==> config.mk <==
export PLATFORM = sky130hd
export DESIGN_NAME = conv_col_sequencer
export DESIGN_NICKNAME = d
export VERILOG_FILES = /design/src/rtl/conv_col_sequencer.sv
export SDC_FILE = /design/constraint.sdc
export NUM_CORES = 1
export LEC_CHECK = 0
export ABC_CLOCK_PERIOD_IN_PS = 2900
export CORE_MARGIN = 5
export CORE_UTILIZATION = 40
export CTS_BUF_LIST = sky130_fd_sc_hd__clkbuf_16
export DETAILED_ROUTE_END_ITERATION = 8
export PLACE_DENSITY = 0.7
export SLEW_MARGIN = 20
export SYNTH_ARGS = -nofsm -noshare
export SYNTH_HDL_FRONTEND = slang
export SYNTH_SLANG_ARGS = --single-unit
==> constraint.sdc <==
create_clock -name i_CLK -period 2.9 [get_ports i_CLK]
set_input_delay 0.58 -clock i_CLK [delete_from_list [all_inputs] [get_ports i_CLK]]
set_output_delay 0.58 -clock i_CLK [all_outputs]
set_load 0.1 [all_outputs]
==> src/rtl/conv_col_sequencer.sv <==
// Sequences column-buffer BRAM writes/reads, bank rotation and convolver valid timing.
// Latency: write strobe 1 cycle after i_valid; first o_conv_valid 1+RD_LAT cycles after the SoP edge.
// Backpressure: none; reads stream one address per cycle, and pixels arriving in RUN/DONE are dropped.
module conv_col_sequencer #(
  parameter int ADDR_W  = 11,
  parameter int N_BANKS = 4,
  parameter int RD_LAT  = 2
) (
  input  logic                       i_CLK,
  input  logic                       i_rst,
  input  logic                       i_valid,
  input  logic [ADDR_W-1:0]          i_imgLength,
  input  logic                       i_SoP,
  output logic [N_BANKS-1:0]         o_wr_en,
  output logic [ADDR_W-1:0]          o_wr_addr,
  output logic [ADDR_W-1:0]          o_rd_addr,
  output logic [$clog2(N_BANKS)-1:0] o_bank_ptr,
  output logic                       o_conv_valid,
  output logic                       o_EoP,
  output logic                       o_err,
  output logic [1:0]                 o_state
);

  localparam int BW = $clog2(N_BANKS);
  localparam int CW = $clog2(N_BANKS + 1);

  typedef enum logic [1:0] {
    S_IDLE = 2'd0,
    S_LOAD = 2'd1,
    S_RUN  = 2'd2,
    S_DONE = 2'd3
  } state_t;

  state_t              state_q, state_d;
  logic [ADDR_W-1:0]   len_q;
  logic [ADDR_W-1:0]   wr_cnt_q;
  logic [ADDR_W-1:0]   rd_cnt_q;
  logic [BW-1:0]       bank_q;
  logic [CW-1:0]       cols_q;
  logic [N_BANKS-1:0]  wr_en_q;
  logic [ADDR_W-1:0]   wr_addr_q;
  logic [ADDR_W-1:0]   rd_addr_q;
  // vld_q[0] is aligned with o_rd_addr; vld_q[RD_LAT] is data arriving at the convolver
  logic [RD_LAT:0]     vld_q;
  logic                err_q;
  logic                eop_q;

  logic                wr_fire;
  logic                wr_last;
  logic                rd_fire;
  logic                run_last;
  logic                err_set;
  logic [ADDR_W-1:0]   eff_len;
  logic [N_BANKS-1:0]  onehot;

  // State register
  always_ff @(posedge i_CLK) begin
    if (i_rst) state_q <= S_IDLE;
    else       state_q <= state_d;
  end

  // Next-state decode plus the per-cycle write/read/terminate strobes
  always_comb begin
    state_d  = state_q;
    wr_fire  = 1'b0;
    rd_fire  = 1'b0;
    run_last = 1'b0;
    err_set  = 1'b0;
    // The first pixel is compared against the live length, since len_q latches on that same edge
    eff_len  = len_q;
    case (state_q)
      S_IDLE: begin
        eff_len = i_imgLength;
        if (i_valid && (i_imgLength != '0)) begin
          wr_fire = 1'b1;
          state_d = S_LOAD;
        end
      end
      S_LOAD: begin
        wr_fire = i_valid;
        if (i_SoP) begin
          if (cols_q >= CW'(3)) begin
            state_d = S_RUN;
          end else begin
            state_d = S_DONE;
            err_set = 1'b1;
          end
        end
      end
      S_RUN: begin
        rd_fire  = (rd_cnt_q != len_q);
        // Last beat: all addresses issued and only the final one is left in the delay line
        run_last = !rd_fire && vld_q[RD_LAT] && (vld_q[RD_LAT-1:0] == '0);
        if (run_last) state_d = S_DONE;
      end
      S_DONE: begin
        if (!i_SoP) state_d = S_LOAD;
      end
      default: state_d = S_IDLE;
    endcase
    wr_last = (wr_cnt_q == (eff_len - 1'b1));
    onehot  = '0;
    onehot[bank_q] = 1'b1;
  end

  // Counters, address registers, valid delay line and sticky error
  always_ff @(posedge i_CLK) begin
    if (i_rst) begin
      len_q     <= '0;
      wr_cnt_q  <= '0;
      rd_cnt_q  <= '0;
      bank_q    <= '0;
      cols_q    <= '0;
      wr_en_q   <= '0;
      wr_addr_q <= '0;
      rd_addr_q <= '0;
      vld_q     <= '0;
      err_q     <= 1'b0;
      eop_q     <= 1'b0;
    end else begin
      wr_en_q <= '0;
      eop_q   <= 1'b0;
      vld_q   <= {vld_q[RD_LAT-1:0], rd_fire};

      if ((state_q == S_IDLE) && wr_fire) len_q <= i_imgLength;

      if (wr_fire) begin
        wr_en_q   <= onehot;
        wr_addr_q <= wr_cnt_q;
        if (wr_last) begin
          wr_cnt_q <= '0;
          bank_q   <= (bank_q == BW'(N_BANKS - 1)) ? '0 : bank_q + 1'b1;
          if (cols_q != CW'(N_BANKS)) cols_q <= cols_q + 1'b1;
        end else begin
          wr_cnt_q <= wr_cnt_q + 1'b1;
        end
      end

      // A fresh column always starts at address 0; any partial column is abandoned
      if ((state_q == S_DONE) && (state_d == S_LOAD)) wr_cnt_q <= '0;

      if ((state_q == S_LOAD) && (state_d == S_RUN)) begin
        rd_cnt_q <= '0;
      end else if (rd_fire) begin
        rd_addr_q <= rd_cnt_q;
        rd_cnt_q  <= rd_cnt_q + 1'b1;
      end

      if (err_set) begin
        err_q <= 1'b1;
        eop_q <= 1'b1;
      end
    end
  end

  assign o_wr_en      = wr_en_q;
  assign o_wr_addr    = wr_addr_q;
  assign o_rd_addr    = rd_addr_q;
  assign o_bank_ptr   = bank_q;
  assign o_conv_valid = vld_q[RD_LAT];
  // Normal completion coincides with the last valid beat; the error path uses the registered pulse
  assign o_EoP        = eop_q | run_last;
  assign o_err        = err_q;
  assign o_state      = state_q;

endmodule

# Word-level counts from Yosys, hierarchy flattened
# Index checks and enable logic that the tools add are counted.
# classes
n_addsub,5
magnitude_cmp,3
n_eq_ne,9
n_mux,19
n_bitwise,3
reduce_logical,17
# op_table
op,count
$add A11 B1 Y11 const B,2
$mux W11,2
$eq A11 B11 Y1,1
$ne A11 B11 Y1,1
$reduce_bool A11 Y1,1
$sub A11 B1 Y11 const B,1
$mux W2,5
$mux W1,9
$eq A2 B2 Y1 const B,4
$pmux W2 S4,1
$logic_and A1 B1 Y1,7
$reduce_or A2 Y1,3
$eq A2 B1 Y1 const B,2
$logic_not A2 Y1,2
$reduce_and A2 Y1,2
$add A3 B1 Y3 const B,1
$ge A3 B2 Y1 const B,1
$lt A2 B3 Y1 const B,1
$ne A3 B3 Y1 const B,1
$reduce_and A3 Y1,1
$add A2 B1 Y2 const B,1
$demux W1 S2,1
$ge A2 B1 Y1 const B,1
$not A1 Y1,2
3 further kinds,3
# word_totals
ff_bits,71
input_bits,15

# Depth between registers and ports, before layout
# Gate-level depths: netlist (run 1).
# depth
ltp_word,10
mapped_depth,11

# Worst setup path after synthesis (run 1)
# No wires, ideal clock.
# synth_timing
path_kind,flip-flop to flip-flop
from,"register state_q[0], in the netlist o_state[0]"
to,"register bank_q[0], in the netlist o_bank_ptr[0]"
arrival_time_ns,3.294
required_time_ns,2.779
path_slack_ns,-0.515
path_stages_with_launch,12
path_buffers,2
period_less_slack_ns,3.415
path_cell_list,dfxtp_1 > buf_4 > nor2_2 > buf_6 > mux2i_1 > ha_1 > o211ai_2 > nor3_1 > xnor2_2 > nand4_4 > nor4_2 > mux2_4
# synth_via
elab_chain_cells,5
word_cells_on_any_way,7
classes_between,1 x add/sub; 2 x eq/ne; 2 x mux; 2 x reduce/logical
# synth_lines
item,line_no,rtl
start: declaration,34,"state_t state_q, state_d;"
start signal: assignment,59,else state_q <= state_d;
$logic_not A2 Y1,71,case (state_q)
$mux W11,71,
$sub A11 B1 Y11,101,wr_last = (wr_cnt_q == (eff_len - 1'b1));
$eq A11 B11 Y1,101,
$reduce_and A2 Y1 (no source line) (*),n/a,
end signal: assignment,132,bank_q <= (bank_q == BW'(N_BANKS - 1)) ? '0 : bank_q + 1'b1;
end: declaration,38,logic [BW-1:0] bank_q;
# Every way passes the cells marked *; elsewhere a longest branch is shown, timed or not.
# A chain may end at the register's enable or synchronous reset.

# Worst setup path after layout (run 1)
# layout_timing
from,input port i_imgLength[1]
to,register wr_cnt_q[4]
# layout_via
elab_chain_cells,7
word_cells_on_any_way,13
classes_between,1 x add/sub; 2 x eq/ne; 6 x mux; 4 x reduce/logical
# layout_lines
item,line_no,rtl
start: declaration,12,"input logic [ADDR_W-1:0] i_imgLength,"
branches (longest 7 deep; another with $sub A11 B1 Y11),n/a,
end signal: assignment,135,wr_cnt_q <= wr_cnt_q + 1'b1;
end: declaration,36,logic [ADDR_W-1:0] wr_cnt_q;
# Several ways; the timed one is not identified.

==> results.ini, run 1 <==
[drt]
wl_met3_um = 351
route.vias.total = 2974
via_per_inst = 5.12
detailroute.wirelength.met2_um = 4220
routedLengthMet1_um = 3570
route.detailed.wl_per_inst_um = 14.3
residual_antenna_violating_net_count_after_detailed_routing = 0
highest_layer = met4
firstDrtPassIters = 4
drt-total-wl_um = 8310
drc = 0
starting_drt_drc_count = 109

[worst_setup_path]
r2r_start = o_state[0]
crit_type = input port to register
worst-r2r-cell-count = 9
worstSetupEndpoint = wr_cnt_q[4]
cell_depth_of_the_worst_setup_path = 12
critical_path.most_common_cell = buf_4
timing.critical_path.arrival_ns = 2.97
reg2reg_setup_slack_ns = 0.24
crit_path_top_delay_cell = clkdlybuf4s50_1
worst-path-buf-inv = 4
reg2reg_to = o_bank_ptr[0]
worst_path_largest_cell_delay_ns = 0.44
endpoint_class_of_the_critical_path = register
crit_path_max_fanout = 8
worstSetupStartpointType = input port
crit_path_cell_trace = clkdlybuf4s50_1, buf_4, mux2i_1, ha_1, o211ai_2, nor4_1, xnor2_1, o21ai_2, buf_4, o41ai_4, buf_4, nor2_1
critical_path.startpoint = i_imgLength[1]
cpLargestDelayFamily = buffers and inverters
endpoint_required_time_on_the_critical_path_ns = 3.12

[cts]
numCtsBuffers = 9
holdBufCountCts = 0
clk_pin_slew_ns = 0.05
cts_sinks = 71
ctsLongestPathBuffers = 2
clkLatencyLatePin_ns = 0.33
htree_num_levels = 3
cts-root-buf = clkbuf_16
clock_tree_from_tritoncts = yes

[synth]
synth_seq_cells = 71
synth_cell_types = 51
synth_nets = 421
ys_dominant_reg_cell = dfxtp_1
syn-mean-instance-area_um2 = 9.30
synth_area_leaders = dfxtp_1 (39%), mux2i_1 (13%), nor2_1 (7.3%)
synth_async_sr_flop_share = 0
yosysTopAreaCell = dfxtp_1
synth_edf_count = 0
synthesized_instance_count = 396
syn_area_um2 = 3680
seq_area_frac_synth = 0.386
ys_warn_count = 0
yosysTopAreaCellShare = 0.386

[global_route]
first_pass_grt_wire_length_um = 14200
grt_pass1_vias = 3054
grt_max_degree = 23
grt_util_all_layers = 0.156
antenna_found_initial = 0
overall_overflow_remaining_after_global_route = 0

[floorplan]
die_w_um = 106
fp.dieH_um = 106
io_pins = 48
design.die.area_um2 = 11200
core.rowCount = 35
floorplan.core_area_um2 = 9110
initial_core_util = 0.404

[timing]
finalWorstPathRequiredPeriod_ns = 2.74
maxClockFrequency_ghz = 0.364
timing_worst_slew_pin_value_ns = 0.485
timing.clock.skew_ns = 0.00780
grt_setup_unrepaired = false
final_max_slew_viol_count = 0
hold_viol_final = 0
timing.final.crit_share = 0.947
totalNegativeSetupSlack_ns = 0
timing.final.setup_violations = 0
slew_headroom = 0.674
final_critical_path_setup_slack_ns = 0.155

[power]
power.density_nw_per_um2 = 563
worst_ir_drop_vdd_mv = 0.330
power_leakage_nw = 2.06

[run_status]
status = finished clean

[min_path]
hp_class = register to register

[placed_design]
numPortBuffers = 47
dp.final_hpwl_um = 6420
gp_congestion = 0.842
placement.setup.worst_slack_ns = -0.171

[layout]
final.fill_count = 851
antenna_cells = 0
nets = 490
synthToLayoutAreaGrowth_pct = 27.9
drive_above_1_share = 0.226

[job]
cap_violations = 0

[cells in the final DEF (no fill, tap or decap), types with 2 or more instances in the layout]
cell type         n
dfxtp_1          69
nand3b_1          2
a21oi_2           2
a31oi_1           2
o21ai_0           2
a21oi_1           6
o31ai_1           4
nand2_1          23
buf_4            64
nand2b_1          3
o22ai_1           2
and4_1            2
o21ai_2           2
nand4_1           7
xnor2_1          14
o21a_1            4
dfxtp_4           2
nor3_1            8
nor4_1            9
xnor2_2           3
and3_1           10
bufinv_16         2
nor2b_1           4
nor2_1           72
xor2_1           26
nand3_1           5
nor4_4            2
inv_1            12
mux2i_1          46
clkdlybuf4s50_1  14
clkinv_4          2
mux2_4            2
ha_1             10
clkbuf_16         9
[synthesized netlist by cell type, types with 2 or more instances]
cell type   n
nor2_1     72
dfxtp_1    71
mux2i_1    46
xor2_1     26
nand2_1    23
clkbuf_1   14
xnor2_1    14
inv_1      11
and3_1     10
ha_1       10
nor3_1      9
nor4_1      9
nand4_1     7
a21oi_1     6
nand3_1     5
nor2b_1     4
o21a_1      4
o31ai_1     4
a31oi_1     3
buf_6       3
nand2b_1    3
xnor2_2     3
a21oi_2     2
and4_1      2
buf_1       2
mux2_4      2
nand3b_1    2
nor3b_1     2
nor4_2      2
o21ai_0     2
o21ai_2     2
o22ai_1     2
[metrics by stage]
| step | area [µm²] | cells | power (mW) | utilization | hold slack, ns |
|---|---|---|---|---|---|
| 2_1_floorplan | 3700 | 396 | 1.37 | - | 0.439 |
| 3_3_place_gp | 4380 | 565 | 1.49 | 0.481 | 0.445 |
| 3_5_place_dp | 4380 | 565 | 1.50 | 0.481 | 0.458 |
| 4_1_cts | 4700 | 581 | 2.68 | 0.516 | 0.471 |
| 5_1_grt | 4710 | 581 | 2.76 | 0.517 | 0.482 |
| 6_report | 4710 | 581 | 2.65 | 0.517 | 0.460 |
[power by group]
| part | switching (mW) | internal (mW) |
|---|---|---|
| Sequential | 0.0358 | 0.998 |
| Clock | 0.413 | 0.755 |
| Combinational | 0.257 | 0.192 |
[how the worst min path moves through the flow]
stage	depth (start not counted)	endpoint	start	slack, ns
after floorplan	1	vld_q[1]	vld_q[0]	0.44
after global placement	1	o_err	o_err	0.44
after detailed placement	1	o_err	o_err	0.46
after CTS	1	vld_q[1]	vld_q[0]	0.47
after global routing	1	vld_q[2]	vld_q[1]	0.48
final	1	o_err	o_err	0.46
[final cells by class]
cell class	instances	area [µm²]	area share
clock buffer	9	225	0.0478
clock inverter	7	96.3	0.0205
inverter	11	41.3	0.00877
multi-input combinational	293	2140	0.454
sequential	71	1430	0.303
tap	111	139	0.0295
timing repair buffer	79	641	0.136
[cell families after synthesis]
| family | after synthesis | share of synthesized area |
|---|---|---|
| fa+ha+maj | 10 | 0.0340 |
| compound gates | 33 | 0.0751 |
| flops | 71 | 0.386 |
| simple gates | 158 | 0.217 |
| buf+inv | 32 | 0.0401 |
| xor+xnor | 44 | 0.115 |
| mux | 48 | 0.133 |
[per-layer routing]
layer | vias to the layer above | track usage
met5 | - | 0
met4 | 0 | 0.0731
met3 | 15 | 0.0334
met2 | 61 | 0.273
met1 | 1398 | 0.181
li1 | 1500 | -
[state kept, by name (all words and copies together) (netlist names)]
name	cells
len_q	11
o_rd_addr	11
o_wr_addr	11
rd_cnt_q	11
wr_cnt_q	11
o_wr_en	4
cols_q	3
vld_q	3
o_bank_ptr	2
o_state	2
eop_q	1
o_err	1
[timing repair]
action / CTS / global route
buffers inserted: 0 / 0
endpoints found under the setup margin: 0 / 2
resized for setup: 0 / 1
(Power assumes the default switching activity.)
==> run 2, diff against run 1 <==
Settings changed: ABC_CLOCK_PERIOD_IN_PS 2900 to 2750, PLACE_DENSITY 0.7 to 0.68.
Clock period 2.9 ns to 2.75 ns, I/O delays scaled along.
==> run 2 against run 1 <==
Effect of this change: hold slack gained 0.0018 ns; largest cell class unchanged; routed wire length grew 1.5%; combinational power grew 13%; clock power is essentially flat; largest power group unchanged; global-route usage shrank 0.15 points; die area is the same; non-clock buffer count grew 5.
==> results.ini, run 2 (synthesis results as in run 1) <==
[worst_setup_path]
worstSetupStartpointType = input port
timing.critical_path.arrival_ns = 2.82
endpoint_class_of_the_critical_path = register
crit_path_max_fanout = 4
reg2reg_to = o_bank_ptr[0]
worst-r2r-cell-count = 9
reg2reg_setup_slack_ns = 0.17
endpoint_required_time_on_the_critical_path_ns = 2.97
crit_type = input port to register
r2r_start = o_state[0]

[drt]
residual_antenna_violating_net_count_after_detailed_routing = 0
drc = 0
route.detailed.wl_per_inst_um = 14.4
via_per_inst = 5.12
route.vias.total = 3001
drt-total-wl_um = 8430
firstDrtPassIters = 4
starting_drt_drc_count = 136

[layout]
finalNonFillerCells = 586
nets = 495
mostFrequentLayoutCell = nor2_1
fin_util = 0.526
antenna_cells = 0
final_cell_mix = nor2_1 (72), dfxtp_1 (69), buf_4 (68)
drive_above_1_share = 0.248
synthToLayoutAreaGrowth_pct = 30.0
final_area_um2 = 4790
final.fill_count = 842

[global_route]
overall_overflow_remaining_after_global_route = 0
grt_pass1_vias = 2913
antenna_found_initial = 0
grt_util_all_layers = 0.154
grt_max_degree = 31
first_pass_grt_wire_length_um = 14000

[cts]
cts_sinks = 71
clkLatencyLatePin_ns = 0.34
clock_tree_from_tritoncts = yes
holdBufCountCts = 0
clk_pin_slew_ns = 0.06
cts-root-buf = clkbuf_16
htree_num_levels = 3
ctsLongestPathBuffers = 2
numCtsBuffers = 9

[placed_design]
gp_congestion = 0.867
dp.final_hpwl_um = 6370
numPortBuffers = 47
postPlaceCellArea_um2 = 4410
post-place-cells = 566

[power]
worst_ir_drop_vdd_mv = 0.325
power.density_nw_per_um2 = 577
internal_power_mw = 1.98
power_switching_mw = 0.782
power_switching_share = 0.283
power_frac_clock = 0.424
pwr-share-comb = 0.183
pwr-share-seq = 0.392
power_leakage_nw = 2.10

[timing]
final_max_slew_viol_count = 0
timing.final.setup_violations = 0
timing.clock.skew_ns = 0.00940
finalWorstPathRequiredPeriod_ns = 2.60
slew_headroom = 0.578
hold_viol_final = 0
timing_worst_slew_pin_value_ns = 0.631
timing.final.crit_share = 0.945
grt_setup_unrepaired = false
maxClockFrequency_ghz = 0.385

[min_path]
min_delay_path_depth = 1
hold_path_startpoint = o_err
hp_class = register to register
whs_endpoint = o_err

[floorplan]
die_w_um = 106
core.rowCount = 35
initial_core_util = 0.404
io_pins = 48
floorplan.core_area_um2 = 9110
fp.dieH_um = 106
design.die.area_um2 = 11200

[job]
cap_violations = 0

[run_status]
status = finished clean

[run 2: repair_timing]
action,CTS,global route
setup endpoints to repair,0,14
setup buffers,0,4
gates resized for setup,0,10
[run 2: final cells by class]
cell class              instances  area [µm²]  share of cell area
clock buffers                   9         225              0.0470
multi-input cells             293        2180               0.456
flip-flops and latches         71        1430               0.298
inverters                      11        41.3             0.00862
clock inverters                 7        78.8              0.0165
repair buffers                 84         692               0.144
well taps                     111         139              0.0290
[run 2: metal layers]
metal  global-route usage  wire length (µm)  vias to the layer above
met3               0.0395               361                       17
met5                    0                 0                        -
met1                0.187              3750                     1418
met2                0.261              4120                       57
li1                     -                 -                     1509
met4               0.0611               197                        0
[run 2: worst max-delay path by stage]
stage	from	to	slack, ns	depth (start not counted)
after floorplan	o_state[0]	o_bank_ptr[0]	0.004	11
after global placement	i_imgLength[3]	cols_q[0]	-0.26	8
after detailed placement	i_imgLength[0]	wr_cnt_q[0]	-0.27	10
after CTS	i_imgLength[0]	wr_cnt_q[0]	0.09	10
after global routing	rd_cnt_q[0]	o_EoP	0.008	6
final	i_imgLength[4]	o_bank_ptr[0]	0.15	10
[run 2: power by group through the flow]
stage	Combinational, mW	Sequential (mW)	Clock (mW)
after global routing	0.546	1.09	1.25
after detailed placement	0.487	1.11	0
after floorplan	0.312	1.14	0
final	0.507	1.08	1.17
after global placement	0.479	1.11	0
after CTS	0.489	1.08	1.20
[run 2: worst max-delay path, stage by stage]
cell             delay [ns]
clkdlybuf4s50_1        0.45
nor2_1                 0.12
buf_4                  0.15
o21ai_4                0.07
nor4b_2                0.31
buf_4                  0.18
xnor2_2                0.13
nand4_4                0.18
nor4_4                 0.36
mux2_4                 0.33
[run 2: per-stage QoR]
stage | hold WS, ns | power (mW) | worst slack, ns | TNS, ns
3_3_place_gp | 0.444 | 1.59 | -0.263 | -3.33
5_1_grt | 0.482 | 2.89 | 0.00847 | 0
2_1_floorplan | 0.439 | 1.45 | 0.00419 | 0
3_5_place_dp | 0.450 | 1.59 | -0.269 | -3.54
4_1_cts | 0.464 | 2.78 | 0.0858 | 0
6_report | 0.461 | 2.76 | 0.152 | 0
==> run 3, diff against run 2 <==
Settings changed: ABC_CLOCK_PERIOD_IN_PS 2750 to 2800, CORE_ASPECT_RATIO from default to 2.
Clock period 2.75 ns to 2.8 ns, I/O delays scaled along.
==> run 3 against run 2 <==
Effect of this change: clock power shrank 15%; combinational power is 1% lower; worst setup slack got worse by 0.0095 ns; non-clock buffer count increased by 3; sequential power hardly changed; final cell count decreased by 1.0%; utilization is essentially flat; hold slack gained 0.0011 ns; flip-flop and latch count stayed put; sequential share of layout area rose by 0.32 points; power shrank 7.4%; critical path depth is the same; highest routed layer unchanged; critical endpoint unchanged; largest cell class unchanged.
==> results.ini, run 3 (synthesis results as in run 1) <==
[run_status]
status = finished clean

[timing]
timing_worst_slew_pin_value_ns = 0.385
slew_headroom = 0.741
totalNegativeSetupSlack_ns = 0
timing.final.setup_violations = 0
timing.clock.skew_ns = 0.00593
timing.final.crit_share = 0.949
maxClockFrequency_ghz = 0.376
grt_setup_unrepaired = true
hold_viol_final = 0
finalWorstPathRequiredPeriod_ns = 2.66
final_max_slew_viol_count = 0

[cts]
clock_tree_from_tritoncts = yes
numCtsBuffers = 9
postCtsSetupBuffers = 0
ctsLongestPathBuffers = 2
htree_num_levels = 3
cts_sinks = 71
clkLatencyLatePin_ns = 0.33
holdBufCountCts = 0
cts-root-buf = clkbuf_16
clk_pin_slew_ns = 0.05

[layout]
antenna_cells = 0
drive_above_1_share = 0.245
fin_util = 0.526
nets = 498
final_cell_mix = nor2_1 (72), buf_4 (72), dfxtp_1 (69)
synthToLayoutAreaGrowth_pct = 28.7

[floorplan]
die_w_um = 77.8
fp.dieH_um = 146
design.die.area_um2 = 11300
io_pins = 48
floorplan.core_area_um2 = 9010
initial_core_util = 0.409
core.rowCount = 49

[job]
cap_violations = 0

[drt]
via_per_inst = 5.17
route.detailed.wl_per_inst_um = 15.4
firstDrtPassIters = 4
route.vias.total = 3001
wl_met3_um = 262
starting_drt_drc_count = 112
detailroute.wirelength.met2_um = 5250
drc = 0
routedLengthMet1_um = 3170
drt-total-wl_um = 8960
residual_antenna_violating_net_count_after_detailed_routing = 0
highest_layer = met4

[worst_setup_path]
endpoint_required_time_on_the_critical_path_ns = 3.02
worstSetupStartpointType = input port
timing.critical_path.arrival_ns = 2.87
endpoint_class_of_the_critical_path = register
crit_path_max_fanout = 4
crit_type = input port to register

[placed_design]
dp.final_hpwl_um = 7100
gp_congestion = 0.839
numPortBuffers = 47

[power]
power_leakage_nw = 2.08
power.density_nw_per_um2 = 540
worst_ir_drop_vdd_mv = 0.362

[global_route]
grt_pass1_vias = 3160
grt_max_degree = 27
overall_overflow_remaining_after_global_route = 0
antenna_found_initial = 0
grt_util_all_layers = 0.162
first_pass_grt_wire_length_um = 14800

[min_path]
hp_class = register to register

## run 3: per-stage QoR
| stage | std cells | power (mW) | instance area, µm² | hold slack, ns | setup WS, ns |
|---|---|---|---|---|---|
| after floorplan | 396 | 1.43 | 3720 | 0.439 | 0.0542 |
| after global placement | 564 | 1.58 | 4450 | 0.445 | -0.238 |
| after detailed placement | 564 | 1.58 | 4450 | 0.450 | -0.267 |
| after CTS | 580 | 2.58 | 4710 | 0.463 | 0.0785 |
| after global routing | 580 | 2.66 | 4740 | 0.475 | -0.00363 |
| final | 580 | 2.56 | 4740 | 0.462 | 0.142 |
## run 3: final cells by class
type | count | area, µm²
Sequential cell | 71 | 1430
Clock inverter | 7 | 32.5
Inverter | 11 | 41.3
Clock buffer | 9 | 225
Tap cell | 102 | 128
Timing Repair Buffer | 87 | 701
Multi-Input combinational cell | 293 | 2180
Fill cell | 826 | 4270
## run 3: critical path, cell delays in order
cell and delay [ns]:
clkdlybuf4s50_1 0.45, buf_4 0.17, mux2i_1 0.15, ha_2 0.23, o211ai_2 0.11, nor4_2 0.20
xnor2_1 0.17, o21ai_2 0.16, nor4_4 0.34, mux2_4 0.32
## run 3: timing repair
action	4_1_cts	5_1_grt
endpoints found under the hold margin	0	0
endpoints found under the setup margin	0	13
resized for setup	0	5
## run 3: power by group
| part | internal [mW] | switching [mW] | leakage [nW] | total [mW] |
|---|---|---|---|---|
| Combinational | 0.215 | 0.287 | 1.37 | 0.502 |
| Sequential | 1.03 | 0.0308 | 0.576 | 1.07 |
| Clock | 0.582 | 0.410 | 0.133 | 0.992 |
## run 3: final timing paths
kind	startpoint	end	slack, ns	cells past startpoint
worst max-delay path	i_imgLength[1]	o_bank_ptr[0]	0.14	10
worst min-delay path	o_err	o_err	0.46	1
worst max register to register	o_state[0]	o_bank_ptr[0]	0.19	9
worst min register to register	o_err	o_err	0.46	1
## run 3: layer usage
metal	track usage	up-vias
met5	0	-
met4	0.0757	0
met3	0.0335	20
met2	0.321	48
met1	0.149	1425
li1	-	1508
